**config.mk**
```make
export PLATFORM = sky130hd
export DESIGN_NAME = tia_phase_gen_flat
export DESIGN_NICKNAME = d
export VERILOG_FILES = /design/src/rtl/tia_phase_gen_if.sv /design/src/rtl/tia_phase_gen.sv /design/src/flat_wrapper.sv
export SDC_FILE = /design/constraint.sdc
export NUM_CORES = 1
export LEC_CHECK = 0
export ABC_AREA = 1
export ABC_CLOCK_PERIOD_IN_PS = 1570
export BUFFER_PORTS_ARGS = -buffer_cell sky130_fd_sc_hd__buf_2
export CORE_AREA = 2 2 39 41
export CTS_CLUSTER_DIAMETER = 80
export CTS_CLUSTER_SIZE = 8
export DETAILED_ROUTE_END_ITERATION = 6
export DIE_AREA = 0 0 41 43
export PLACE_DENSITY = 0.67
export RECOVER_POWER = 100
export SETUP_SLACK_MARGIN = 0.1
export SLEW_MARGIN = 5
export SYNTH_ARGS = -nofsm -noshare
export SYNTH_HDL_FRONTEND = slang
export SYNTH_SLANG_ARGS = --single-unit
```
**constraint.sdc**
```tcl
create_clock -name clk -period 1.57 [get_ports clk]
set_input_delay 0.157 -clock clk [delete_from_list [all_inputs] [get_ports clk]]
set_output_delay 0.157 -clock clk [all_outputs]
set_load 0.02 [all_outputs]
```
**src/rtl/tia_phase_gen_if.sv**
```systemverilog
// Control and strobe bundle for the two-phase strobe generator.
// The master side drives the controls; the slave side drives the strobes.
interface tia_phase_gen_if #(
  parameter int DIVIDE  = 4,
  parameter int EXTRA_W = 4
);
  localparam int PW = $clog2(DIVIDE);

  logic               resync;
  logic               hold;
  logic               extra_req;
  logic [EXTRA_W-1:0] extra_cnt;
  logic               s1;
  logic               s2;
  logic [PW-1:0]      phase;
  logic               busy;

  modport master (
    output resync, hold, extra_req, extra_cnt,
    input  s1, s2, phase, busy
  );

  modport slave (
    input  resync, hold, extra_req, extra_cnt,
    output s1, s2, phase, busy
  );
endinterface

```
**src/rtl/tia_phase_gen.sv**
```systemverilog
// Two-phase strobe generator for chains of delay stages.
// A phase counter walks 0..DIVIDE-1; s1 fires after leaving phase 0 and s2
// after leaving PHI2_PHASE. Hold freezes the counter, except while a burst
// of extra periods is pending, which is drained one period per wrap.
module tia_phase_gen #(
  parameter int DIVIDE     = 4,
  parameter int PHI2_PHASE = DIVIDE / 2,
  parameter int EXTRA_W    = 4
) (
  input logic           clk,
  input logic           rst_n,
  tia_phase_gen_if.slave bus
);
  localparam int PW = $clog2(DIVIDE);
  localparam logic [PW-1:0]      PHASE_LAST = PW'(DIVIDE - 1);
  localparam logic [PW-1:0]      PHASE_PHI2 = PW'(PHI2_PHASE);
  localparam logic [PW-1:0]      PHASE_ZERO = '0;
  localparam logic [PW-1:0]      PHASE_ONE  = PW'(1);
  localparam logic [EXTRA_W-1:0] PEND_ZERO  = '0;
  localparam logic [EXTRA_W-1:0] PEND_ONE   = EXTRA_W'(1);

  logic [PW-1:0]      phase_q, phase_d;
  logic [EXTRA_W-1:0] pending_q, pending_d;
  logic               s1_q, s1_d;
  logic               s2_q, s2_d;
  logic               busy_q, busy_d;
  logic               advance;
  logic               pending_nz;

  assign pending_nz = (pending_q != PEND_ZERO);
  // Pending extras override hold, so a frozen chain can still be clocked.
  assign advance    = !bus.hold || pending_nz;

  // Next-state: resync beats everything, then the extra load, then stepping.
  always_comb begin
    phase_d   = phase_q;
    pending_d = pending_q;
    s1_d      = 1'b0;
    s2_d      = 1'b0;
    if (bus.resync) begin
      phase_d   = PHASE_ZERO;
      pending_d = PEND_ZERO;
    end else begin
      if (advance) begin
        phase_d = (phase_q == PHASE_LAST) ? PHASE_ZERO : phase_q + PHASE_ONE;
        s1_d    = (phase_q == PHASE_ZERO);
        s2_d    = (phase_q == PHASE_PHI2);
      end
      // A new burst is only accepted when idle; a load wins over a decrement.
      // Decrement only counts periods run while frozen, so free-running
      // periods never consume extras.
      if (bus.extra_req && !pending_nz) begin
        pending_d = bus.extra_cnt;
      end else if (advance && bus.hold && (phase_q == PHASE_LAST)) begin
        pending_d = pending_q - PEND_ONE;
      end
    end
    busy_d = (pending_d != PEND_ZERO);
  end

  // State register with immediate clear on reset assertion.
  always_ff @(posedge clk or negedge rst_n) begin
    if (!rst_n) begin
      phase_q   <= PHASE_ZERO;
      pending_q <= PEND_ZERO;
      s1_q      <= 1'b0;
      s2_q      <= 1'b0;
      busy_q    <= 1'b0;
    end else begin
      phase_q   <= phase_d;
      pending_q <= pending_d;
      s1_q      <= s1_d;
      s2_q      <= s2_d;
      busy_q    <= busy_d;
    end
  end

  assign bus.s1    = s1_q;
  assign bus.s2    = s2_q;
  assign bus.phase = phase_q;
  assign bus.busy  = busy_q;
endmodule

```
**src/flat_wrapper.sv**
```systemverilog
// flat-port wrapper written by rule: the top's interface ports become plain ports
module tia_phase_gen_flat 
#(
  parameter int DIVIDE     = 4,
  parameter int PHI2_PHASE = DIVIDE / 2,
  parameter int EXTRA_W    = 4
)
  (clk, rst_n, bus_resync, bus_hold, bus_extra_req, bus_extra_cnt, bus_s1, bus_s2, bus_phase, bus_busy);
  tia_phase_gen_if #(.DIVIDE(DIVIDE), .EXTRA_W(EXTRA_W)) bus_i ();
  input logic clk;
  input logic rst_n;
  input wire logic [$bits(bus_i.resync)-1:0] bus_resync;
  input wire logic [$bits(bus_i.hold)-1:0] bus_hold;
  input wire logic [$bits(bus_i.extra_req)-1:0] bus_extra_req;
  input wire logic [$bits(bus_i.extra_cnt)-1:0] bus_extra_cnt;
  output wire logic [$bits(bus_i.s1)-1:0] bus_s1;
  output wire logic [$bits(bus_i.s2)-1:0] bus_s2;
  output wire logic [$bits(bus_i.phase)-1:0] bus_phase;
  output wire logic [$bits(bus_i.busy)-1:0] bus_busy;
  assign bus_i.resync = bus_resync;
  assign bus_i.hold = bus_hold;
  assign bus_i.extra_req = bus_extra_req;
  assign bus_i.extra_cnt = bus_extra_cnt;
  assign bus_s1 = bus_i.s1;
  assign bus_s2 = bus_i.s2;
  assign bus_phase = bus_i.phase;
  assign bus_busy = bus_i.busy;
  tia_phase_gen #(.DIVIDE(DIVIDE), .PHI2_PHASE(PHI2_PHASE), .EXTRA_W(EXTRA_W)) u_core (.clk(clk), .rst_n(rst_n), .bus(bus_i));
endmodule
```
==> impl_metrics.toml <==
[cells_and_area]
final_cell_mix = "inv_1 (20), nand2_1 (20), nand3_1 (9), dfrtp_1 (9)"
multiInputGateArea_um2 = 307
drive_gt1_share_pct = 23.3
syn2layout_area_growth_pct = 24.8
seq_area_um2 = 225
fillCellCount = 142
fin_util_pct = 54.5
diodes = 0
nets = 118

[synthesis]
ys.warnings.count = 0
syn-instance-count = 82
ys_ff_latch = 9
synth_cell_type_count = 17
synth_area_um2 = 604
yosysSeqAreaShare_pct = 37.3
syn_area_per_cell_um2 = 7.37
synth_nets = 96

[die]
fp-row-count = 14
die_h_um = 43
die_x_um = 41
pin_count = 14
core_area_um2 = 1380
dieArea_um2 = 1760
start_util_pct = 43.7

[cts]
cts_tree = "built"
clock_latency_ps = 250
clock-root-buffer = "clkbuf_4"
numCtsBuffers = 3
h-tree-depth = 1
clk_pin_slew_worst_paths_ps = 60
cts.sinks = 9
cts_buffer_depth = 2

[grt]
antenna_found_initial = 0
grt.overflow.total = 0
grt_max_degree = 10
grt_pass1_wl_um = 1790
grt_pass1_vias = 472
grt.total_usage_pct = 15.1

[sta]
setup_viol = 0
clock.fmax_mhz = 707
totalNegativeSetupSlack_ps = 0
relSlewSlack_pct = 68.6
setup_ws_ps = 155
finClkSkew_ps = 1.27
period_minus_slack_ps = 1420
tightest_slew_ps = 472
finalHoldViolations = 0
period_share_pct = 90.1
final_max_slew_viol_count = 0
rsz0062_at_grt = "no"

[run]
drv_cap = 0

[critical_path]
rr_startpoint = "u_core.pending_q[0]$_DFF_PN0_"
r2r_slack_ps = 150
criticalPathCategory = "register to register"
crit_slowest_cell = "dfrtp_1"
reg2reg_to = "u_core.bus.busy$_DFF_PN0_"
start_kind = "register"
cp_max_fo = 6
crit_chain = "inv_1 > ha_4 > nand2_2 > nand2_4 > nand2_1 > nand2_1 > a21oi_1 > nor2_1 > nand2_1"
critical_path.most_common_cell = "nand2_1"
rr_worst_depth = 9
critical_path.endpoint_type = "register"
cpPeakStageDelay_ps = 380
crit_required_ps = 1710
critPathTopFamily = "simple AND/OR/NAND/NOR gates"
crit_arrival_ps = 1560
startpoint = "u_core.pending_q[0]$_DFF_PN0_"
cp.buffers_inverters = 1

[routing]
drc = 0
dr.first_iter.drc_count = 3
wl_per_cell_um = 9.53
totalWireLength_um = 1130
drt-pass1-iter-count = 2
vias = 529
ant_nets = 0
viasPerCell = 4.45

[worst_hold_path]
holdPathEnd = "u_core.bus.phase[1]$_DFFE_PN0P_"
min_from = "bus_resync"
hold_path.class = "input pin to register"
whs_path_depth = 2

[place]
gp_congestion = 0.807
port_buffers = 13
pre_cts_ws_ps = 163
dp_hpwl_um = 899

[pwr]
clkPwrFrac_pct = 13.8
power.internal_uw = 679
ir_drop_v = 0.00104
p_total_uw = 1260
power.share.combinational_pct = 56.0
p_sw_share_pct = 46.2
power_frac_seq_pct = 30.2
p_sw_uw = 583
p_leak_uw = 0.000463
power_density_nw_per_um2 = 1670

[status]
outcome = "finished clean"
-- power groups by stage --
stage | Combinational, uW | Sequential [uW] | Clock, uW
after floorplan | 450 | 443 | 0
after global placement | 651 | 382 | 0
after detailed placement | 665 | 385 | 0
after CTS | 673 | 381 | 182
after global routing | 816 | 390 | 195
final | 707 | 382 | 174
-- cells by family after synthesis --
kind of cell | share of synthesized area (%)
DFF | 37.3
adders and majority gates | 10.4
buffers and inverters | 14.3
AOI/OAI and AO/OA | 6.00
and+or+nand+nor | 32.1
-- layout make-up --
class                      instances  share of cell area (%)
multi-input combinational         50                    40.6
sequential                         9                    29.9
timing repair buffer              17                    11.9
inverter                          23                    11.4
clock buffer                       4                    3.48
tap                               16                    2.65
-- how the worst max path moves through the flow --
stage / end / slack (ps) / cells past startpoint
floorplan: u_core.bus.busy$_DFF_PN0_ / 220 / 10
detailed placement: u_core.bus.busy$_DFF_PN0_ / 160 / 9
CTS: u_core.bus.busy$_DFF_PN0_ / 150 / 9
finish: u_core.bus.busy$_DFF_PN0_ / 150 / 9
global route: u_core.bus.busy$_DFF_PN0_ / 60 / 9
global placement: u_core.bus.busy$_DFF_PN0_ / 180 / 10
-- registers in the layout (all words and copies together) (netlist names) --
signal / count
u_core.bus.s2: 1
u_core.bus.busy: 1
u_core.pending_q: 4
u_core.bus.phase: 2
u_core.bus.s1: 1
-- synth_stat cells (all sizes together) --
library cell,number,area share (%)
nand4,2,2.1
o211a,1,1.7
nor2,6,5.8
nand2,23,17
inv,23,14
dfrtp,9,37
a21oi,1,1.4
o31ai,1,1.2
ha,5,10
nand3,9,7.5
o21ai,2,1.7
-- timing repair --
item,in CTS,in global routing
endpoints found under the hold margin,9,0
resized for setup,0,7
hold buffers,1,0
endpoints found under the setup margin,0,2
setup buffers,0,3
-- layer usage --
| layer | vias to the layer above | global-route usage (%) | wire (um) |
|---|---|---|---|
| li1 | 289 | - | - |
| met1 | 231 | 18.0 | 493 |
| met2 | 7 | 24.1 | 592 |
| met3 | 2 | 4.71 | 35 |
| met4 | 0 | 6.00 | 12 |
| met5 | - | 0 | 0 |
-- metrics by stage --
step / hold slack (ps) / std cells / instance area, um2
3_5_place_dp: 16.4 / 111 / 689
2_1_floorplan: -139 / 82 / 604
6_report: 101 / 119 / 754
3_3_place_gp: 15.5 / 111 / 689
5_1_grt: 99.5 / 119 / 754
4_1_cts: 94.2 / 116 / 726
No activity file was read; power rests on OpenSTA's default activity.
